## config.mk

```make
export PLATFORM = sky130hd
export DESIGN_NAME = mux8_rr_scheduler
export DESIGN_NICKNAME = d
export VERILOG_FILES = /design/src/rtl/mux8_rr_scheduler.sv
export SDC_FILE = /design/constraint.sdc
export NUM_CORES = 1
export LEC_CHECK = 0
export CORE_MARGIN = 2
export CORE_UTILIZATION = 50
export CTS_CLUSTER_SIZE = 12
export DETAILED_ROUTE_END_ITERATION = 10
export GPL_TIMING_DRIVEN = 1
export PLACE_DENSITY = 0.84
export RECOVER_POWER = 50
export SLEW_MARGIN = 15
export SYNTH_ARGS = -nofsm -noshare
export SYNTH_HDL_FRONTEND = slang
export SYNTH_SLANG_ARGS = --single-unit
```

## constraint.sdc

```tcl
create_clock -name clk -period 5.6 [get_ports clk]
set_clock_uncertainty 0.2 [all_clocks]
set_input_delay 1.12 -clock clk [delete_from_list [all_inputs] [get_ports clk]]
set_output_delay 1.12 -clock clk [all_outputs]
set_load 0.05 [all_outputs]
```

## src/rtl/mux8_rr_scheduler.sv

```systemverilog
// mux8_rr_scheduler
//   Round-robin scheduler that time-shares one 8:1 bit-select datapath among
//   8 requesters. Each grant lasts at most BURST_MAX consecutive cycles. The
//   block drives the mux select and a one-hot grant, and registers the
//   selected data bit onto a single output channel with a valid flag.
//
// Ports
//   clk        in   1  clock, all state updates on posedge
//   rst_n      in   1  synchronous active-low reset
//   req        in   8  per-requester request
//   datain     in   8  per-requester data bit
//   sel        out  3  index of current or last grant (held while idle)
//   gnt        out  8  one-hot grant, zero when idle
//   dataout    out  1  registered datain[sel]
//   out_valid  out  1  dataout carries a granted, requested bit
//
// Parameters
//   BURST_MAX  maximum consecutive granted cycles per requester (1..2**CNT_W-1)
//   CNT_W      burst counter width

module mux8_rr_scheduler #(
  parameter int unsigned BURST_MAX = 4,
  parameter int unsigned CNT_W     = 8
) (
  input  logic       clk,
  input  logic       rst_n,
  input  logic [7:0] req,
  input  logic [7:0] datain,
  output logic [2:0] sel,
  output logic [7:0] gnt,
  output logic       dataout,
  output logic       out_valid
);

  localparam int unsigned N     = 8;
  localparam int unsigned SEL_W = 3;

  typedef enum logic {
    IDLE  = 1'b0,
    GRANT = 1'b1
  } state_e;

  // Registered state
  state_e             state_q;
  logic [SEL_W-1:0]   ptr_q;
  logic [CNT_W-1:0]   cnt_q;
  logic [SEL_W-1:0]   sel_q;
  logic [N-1:0]       gnt_q;
  logic               dataout_q;
  logic               out_valid_q;

  // Combinational helpers
  logic [SEL_W-1:0]   ptr_d;
  logic [CNT_W-1:0]   cnt_d;
  logic               release_c;
  logic [SEL_W-1:0]   arb_base;
  logic [SEL_W-1:0]   arb_cand;
  logic [SEL_W-1:0]   arb_idx;
  logic               arb_found;
  logic [N-1:0]       arb_onehot;

  // Pointer after a release: the slot just past the releasing requester, wrapping 7->0.
  assign ptr_d = sel_q + SEL_W'(1);

  // Burst counter increment, modulo its width.
  assign cnt_d = cnt_q + CNT_W'(1);

  // A grant ends when its requester drops or its burst budget is spent.
  assign release_c = !req[sel_q] || (cnt_q == CNT_W'(BURST_MAX));

  // When releasing, search from the updated pointer in the same edge so the
  // releasing requester is considered last and no idle bubble is inserted.
  assign arb_base = (state_q == GRANT) ? ptr_d : ptr_q;

  // Round-robin search: first set request at arb_base, arb_base+1, ... (mod 8).
  always_comb begin
    arb_found = 1'b0;
    arb_idx   = '0;
    arb_cand  = '0;
    for (int k = 0; k < int'(N); k++) begin
      arb_cand = arb_base + SEL_W'(k);
      if (!arb_found && req[arb_cand]) begin
        arb_found = 1'b1;
        arb_idx   = arb_cand;
      end
    end
  end

  assign arb_onehot = N'(1) << arb_idx;

  // Scheduler FSM and output registers.
  always_ff @(posedge clk) begin
    if (!rst_n) begin
      state_q     <= IDLE;
      ptr_q       <= '0;
      cnt_q       <= '0;
      sel_q       <= '0;
      gnt_q       <= '0;
      dataout_q   <= 1'b0;
      out_valid_q <= 1'b0;
    end else begin
      // Datapath: one-cycle registered view of the selected lane.
      dataout_q   <= datain[sel_q];
      out_valid_q <= (state_q == GRANT) && req[sel_q];

      case (state_q)
        IDLE: begin
          if (arb_found) begin
            state_q <= GRANT;
            gnt_q   <= arb_onehot;
            sel_q   <= arb_idx;
            cnt_q   <= CNT_W'(1);
          end
        end

        GRANT: begin
          if (release_c) begin
            ptr_q <= ptr_d;
            if (arb_found) begin
              gnt_q <= arb_onehot;
              sel_q <= arb_idx;
              cnt_q <= CNT_W'(1);
            end else begin
              // sel keeps its last value while idle.
              state_q <= IDLE;
              gnt_q   <= '0;
            end
          end else begin
            cnt_q <= cnt_d;
          end
        end

        default: begin
          state_q <= IDLE;
          gnt_q   <= '0;
        end
      endcase
    end
  end

  assign sel       = sel_q;
  assign gnt       = gnt_q;
  assign dataout   = dataout_q;
  assign out_valid = out_valid_q;

  // Structural invariants of the grant state.
  a_gnt_onehot0 : assert property (@(posedge clk) disable iff (!rst_n)
    $onehot0(gnt_q));

  a_gnt_iff_grant : assert property (@(posedge clk) disable iff (!rst_n)
    ((gnt_q != '0) == (state_q == GRANT)));

  a_gnt_matches_sel : assert property (@(posedge clk) disable iff (!rst_n)
    ((gnt_q != '0) |-> gnt_q[sel_q]));

  a_cnt_bounded : assert property (@(posedge clk) disable iff (!rst_n)
    (cnt_q <= CNT_W'(BURST_MAX)));

endmodule

```

==> impl_metrics.json <==
{
  "status": "finished clean",
  "synth_most_common_cell": "nor2_1",
  "post_cts_buffers": 0,
  "power_w": 0.00153,
  "holdCritPathClass": "flip-flop to flip-flop",
  "routedWlPerCell_um": 17.9,
  "synth_top_cell_area_share": 0.206,
  "start_util": 0.518,
  "routed_wl_um": 6340,
  "die_w_um": 73.7,
  "cts_made_buffers": 3,
  "drt_first_pass_iters": 5,
  "cts_tree": "built",
  "peakVddDrop_mv": 0.232,
  "slew_headroom": 0.447,
  "dp_cells": 351,
  "ys_top_cells_by_area": "dfxtp_1 (21%), mux4_2 (11%), mux2i_1 (5.8%), nor2_1 (4.2%), nand3_1 (3.5%)",
  "overflow": 0,
  "clk_latency_ps": 260,
  "avgSynthCellArea_um2": 8.71,
  "cts_hold_buf": 0,
  "cap_violations": 0,
  "cp_slowest_cell": "dfxtp_1",
  "setup_viol": 0,
  "drt.antenna.violating_nets": 0,
  "vias_per_cell": 6.61,
  "tightest_slew_ps": 830,
  "cp.required_ps": 5600,
  "synth_edf_count": 0,
  "htreeDepth": 1,
  "crit_path_end_kind": "flip-flop",
  "clk_pin_slew_ps": 90,
  "synth_common_cells": "nor2_1 (27), dfxtp_1 (25), nand2_1 (20)",
  "crit_path_max_incr_delay_ps": 630,
  "core_mm2": 0.00469,
  "worst_setup_path_start_kind": "flip-flop",
  "power.density_mw_per_mm2": 552,
  "drt_iter0_markers": 256,
  "vias": 2348,
  "dieArea_mm2": 0.00544,
  "grt_antenna_before_repair": 0,
  "ys_seq_area_frac": 0.206,
  "final_cells": 355,
  "cts_root_buf": "clkbuf_8",
  "whs_ps": 258,
  "grt_pass1_wl_um": 10500,
  "critical-path-top-delay-family": "multiplexers",
  "crit_buf_inv": 1,
  "path_cells": "ha_1 -> mux2_2 -> inv_1 -> ha_1 -> mux2i_1 -> mux2i_1 -> mux2i_1 -> o2111ai_2 -> nor3_1 -> o21ai_0 -> a21oi_1",
  "layout.nets": 325,
  "async_flop_share": 0,
  "grt_max_degree": 21,
  "cp_common_cell": "mux2i_1",
  "antenna_cells": 0,
  "period_minus_slack_ps": 4670,
  "num_io_pins": 31,
  "dpl.hpwl_um": 4890,
  "area_growth_pct": 13.8,
  "ctsResizeCount": 0,
  "grt_pass1_vias": 2204,
  "port_buffers": 30,
  "hold_viol": 0,
  "cts_max_path_buffers": 2,
  "gp_congestion": 0.989,
  "die_height_um": 73.7,
  "synth_area_mm2": 0.00243,
  "fin_crit_sh": 0.835,
  "synth_top_cell_by_area": "dfxtp_1",
  "netlist_instances": 279,
  "slew_violations": 0,
  "std_cell_rows": 25,
  "drc": 0,
  "track_usage": 0.246,
  "crit_arrival_ps": 4670,
  "synth_warnings": 0,
  "leakage_nw": 1.05,
  "syn_nets": 302,
  "cts.sinks": 25,
  "tns_ps": 0,
  "max_freq_mhz": 214,
  "drive_gt1_frac": 0.130,
  "rsz0062_at_grt": "false",
  "ys.flop_type": "dfxtp_1",
  "regToRegSetupSlack_ps": 930,
  "crit_path_max_fanout": 13,
  "ys_ff_latch": 25,
  "ys_types": 64,
  "crit_type": "flip-flop to flip-flop"
}
logic make-up after synthesis:
| kind of cell | after synthesis | share of synthesized area |
|---|---|---|
| flops | 25 | 0.206 |
| simple gates | 106 | 0.231 |
| compound gates | 83 | 0.261 |
| buf+inv | 20 | 0.0437 |
| mux | 34 | 0.208 |
| fa+ha+maj | 5 | 0.0257 |
| xor+xnor | 6 | 0.0247 |
power breakdown:
part,switching [W],internal (W)
sequential,0.0000451,0.000218
clock,0.0000552,0.0000497
combinational,0.000705,0.000455
cell type report:
cell class,instances,area [um^2]
inverter,8,32.5
tap,54,67.6
multi-input combinational,234,1820
sequential,25,500
clock buffer,3,41.3
timing repair buffer,30,300
clock inverter,1,5.00
fill,419,1920
registers in the layout (all words and copies together) (netlist names):
| name | flops |
|---|---|
| cnt_q | 8 |
| gnt | 8 |
| ptr_q | 3 |
| sel | 3 |
| dataout | 1 |
| out_valid | 1 |
| state_q | 1 |
layer usage:
layer	global-route usage	share of wire	vias up
li1	-	-	1133
met1	0.343	0.45	1096
met2	0.402	0.47	109
met3	0.0370	0.074	10
met4	0.0525	0.012	0
met5	0	0	-
worst paths after layout:
| path | start | to | cells past startpoint |
|---|---|---|---|
| max | sel[0]$_SDFFE_PN0P_ | cnt_q[6]$_SDFF_PN0_ | 11 |
| max reg2reg | sel[0]$_SDFFE_PN0P_ | cnt_q[6]$_SDFF_PN0_ | 11 |
| min | gnt[6]$_SDFFE_PN0P_ | gnt[6]$_SDFFE_PN0P_ | 2 |
| min reg2reg | gnt[6]$_SDFFE_PN0P_ | gnt[6]$_SDFFE_PN0P_ | 2 |
stage by stage:
stage / area [um^2] / util / worst slack, ps
after floorplan: 2430 / - / 1140
after CTS: 2770 / 0.591 / 1170
after global placement: 2730 / 0.581 / 1260
after global routing: 2770 / 0.590 / 480
final: 2770 / 0.590 / 926
after detailed placement: 2730 / 0.581 / 1200
cell usage in the layout, fill, tap and decap left out, types with 10 or more instances in the layout:
cell,instances
and2_1,10
nor2_1,27
a21oi_1,14
mux2i_1,15
nand3_1,17
dlygate4sd3_1,15
nand2_1,20
mux4_2,12
dfxtp_1,25
o21ai_0,12
clkdlybuf4s50_1,15
tightest hold or removal path: cells and delay by family (launching register included):
family             cells  cell delay (ps)
and+or+nand+nor        1               50
DFF                    1              320
AOI/OAI and AO/OA      1               50
Power figures use the tool's default switching activity.
==> variant, RTL diff (config.mk and constraints unchanged) <==
Reset style: asynchronous (`rst_n`), changed in one clocked block. Comments in the files are not updated.
--- a/src/rtl/mux8_rr_scheduler.sv
+++ b/src/rtl/mux8_rr_scheduler.sv
@@ -91,3 +91,3 @@
   // Scheduler FSM and output registers.
-  always_ff @(posedge clk) begin
+  always_ff @(posedge clk or negedge rst_n) begin
     if (!rst_n) begin
Behaviour: differs if rst_n is asserted again (counterexample within 4 cycles, from zero or initial values and one cycle with rst_n low); with rst_n held inactive, the same outputs for 10 cycles.
==> variant against the unedited design <==
Sequential cell count unchanged. Final area fell by 4.7%. Fmax grew 1.8%. Area after synthesis down 5.1%. Routed wire length fell by 12%. Setup slack better by 0.084 ns.
Power is left out: the tool's default activity adds up to more than one toggle a clock period on the data nets, which glitch-free logic cannot reach.
==> variant: results (changes against the unedited design) <==
{| class="wikitable"
! Metric !! Value
|-
| Outcome || completed
|-
| Placed wire-length estimate after detailed placement || 4250 µm (-13%)
|-
| Maximum number of pins on one net before global-route repair || 26 (+24%)
|-
| Final GP Congestion || 0.942 (-4.7%)
|-
| Gate count of the mapped netlist || 245 (-12%)
|-
| Most frequent cell after synthesis || sky130_fd_sc_hd__nand2_1
|-
| Fraction of final layout cells with drive strength greater than 1 || 13.8% (+0.85 points)
|-
| Worst Path Max Fanout || 11 (-2)
|-
| Arr. time, crit path || 4.56 ns (-0.11 ns)
|-
| Via count || 2074 (-12%)
|-
| Logic inverters || 9 (+1)
|-
| Worst slack at placement || 1.06 ns (-0.139 ns)
|-
| Parity-gate share of the synthesized area counting xor and xnor cells || 2.93% (+0.46 points)
|-
| Routed vias/inst || 6.48 (-2.0%)
|-
| Standard cell area after detailed placement || 0.00260 mm² (-4.7%)
|-
| Multi-input gate share of the layout cell area || 59.3% (-6.5 points)
|-
| Worst hold-check slack || 0.279 ns (+0.0208 ns)
|-
| Post-Synthesis Net Count || 268 (-11%)
|-
| Synthesized area per cell || 9.42 µm² (+8.1%)
|-
| Non-clock buffer share || 11.4% (+0.59 points)
|-
| Leading area contributor after synthesis || sky130_fd_sc_hd__dfrtp_1
|-
| WL/cell || 17.5 µm (-1.9%)
|-
| Post-synthesis cell type count || 67 (+4.7%)
|-
| Crit path from || sel[0]$_DFFE_PN0P_
|-
| Slew at the pin closest to its max-slew limit || 1.28 ns (+0.447 ns)
|-
| Net count of the finished layout || 292 (-10%)
|-
| Share of the synthesized area in compound gates (AO/OA/AOI/OAI) || 24.2% (-1.9 points)
|-
| Terminating pin of the worst hold path || gnt[7]$_DFFE_PN0P_
|-
| Initial DRC count || 250 (-2.3%)
|-
| Register Area || 626 µm² (+25%)
|-
| Overall Global Routing Usage || 22.8% (-1.8 points)
|-
| Sequential-to-total area share from yosys stat || 27.1% (+6.5 points)
|-
| Non-clock buffers || 31 (+3.3%)
|-
| Placed Instances || 316 (-10%)
|-
| Clock distribution area overhead in the final layout || 1.76% (+0.083 points)
|-
| Multiplexer share of the synthesized area || 17.1% (-3.8 points)
|-
| Most used standard cells in the synthesized netlist || sky130_fd_sc_hd__nand2_1, sky130_fd_sc_hd__dfrtp_1, sky130_fd_sc_hd__nor2_1, sky130_fd_sc_hd__mux4_2, sky130_fd_sc_hd__o21ai_0
|-
| Final-layout fill cell count || 385 (-8.1%)
|}
## variant: worst max-delay path: stages (launching register included)
cell and delay [ns]:
sky130_fd_sc_hd__dfrtp_1 0.56, sky130_fd_sc_hd__ha_1 0.42, sky130_fd_sc_hd__mux2_2 0.37, sky130_fd_sc_hd__clkinv_1 0.33, sky130_fd_sc_hd__ha_1 0.31, sky130_fd_sc_hd__xnor2_2 0.34, sky130_fd_sc_hd__mux4_2 0.60, sky130_fd_sc_hd__and3b_1 0.22
sky130_fd_sc_hd__o41ai_2 0.37, sky130_fd_sc_hd__a2bb2oi_2 0.33, sky130_fd_sc_hd__inv_1 0.11, sky130_fd_sc_hd__o41ai_2 0.32
## variant: metal layers
metal / vias to the layer above / routed length, µm / global-route usage [%]
li1: 979 / - / -
met2: 105 / 2540 / 35.1
met3: 12 / 393 / 3.06
met1: 978 / 2570 / 34.0
met5: - / 0 / 0
met4: 0 / 98 / 6.50
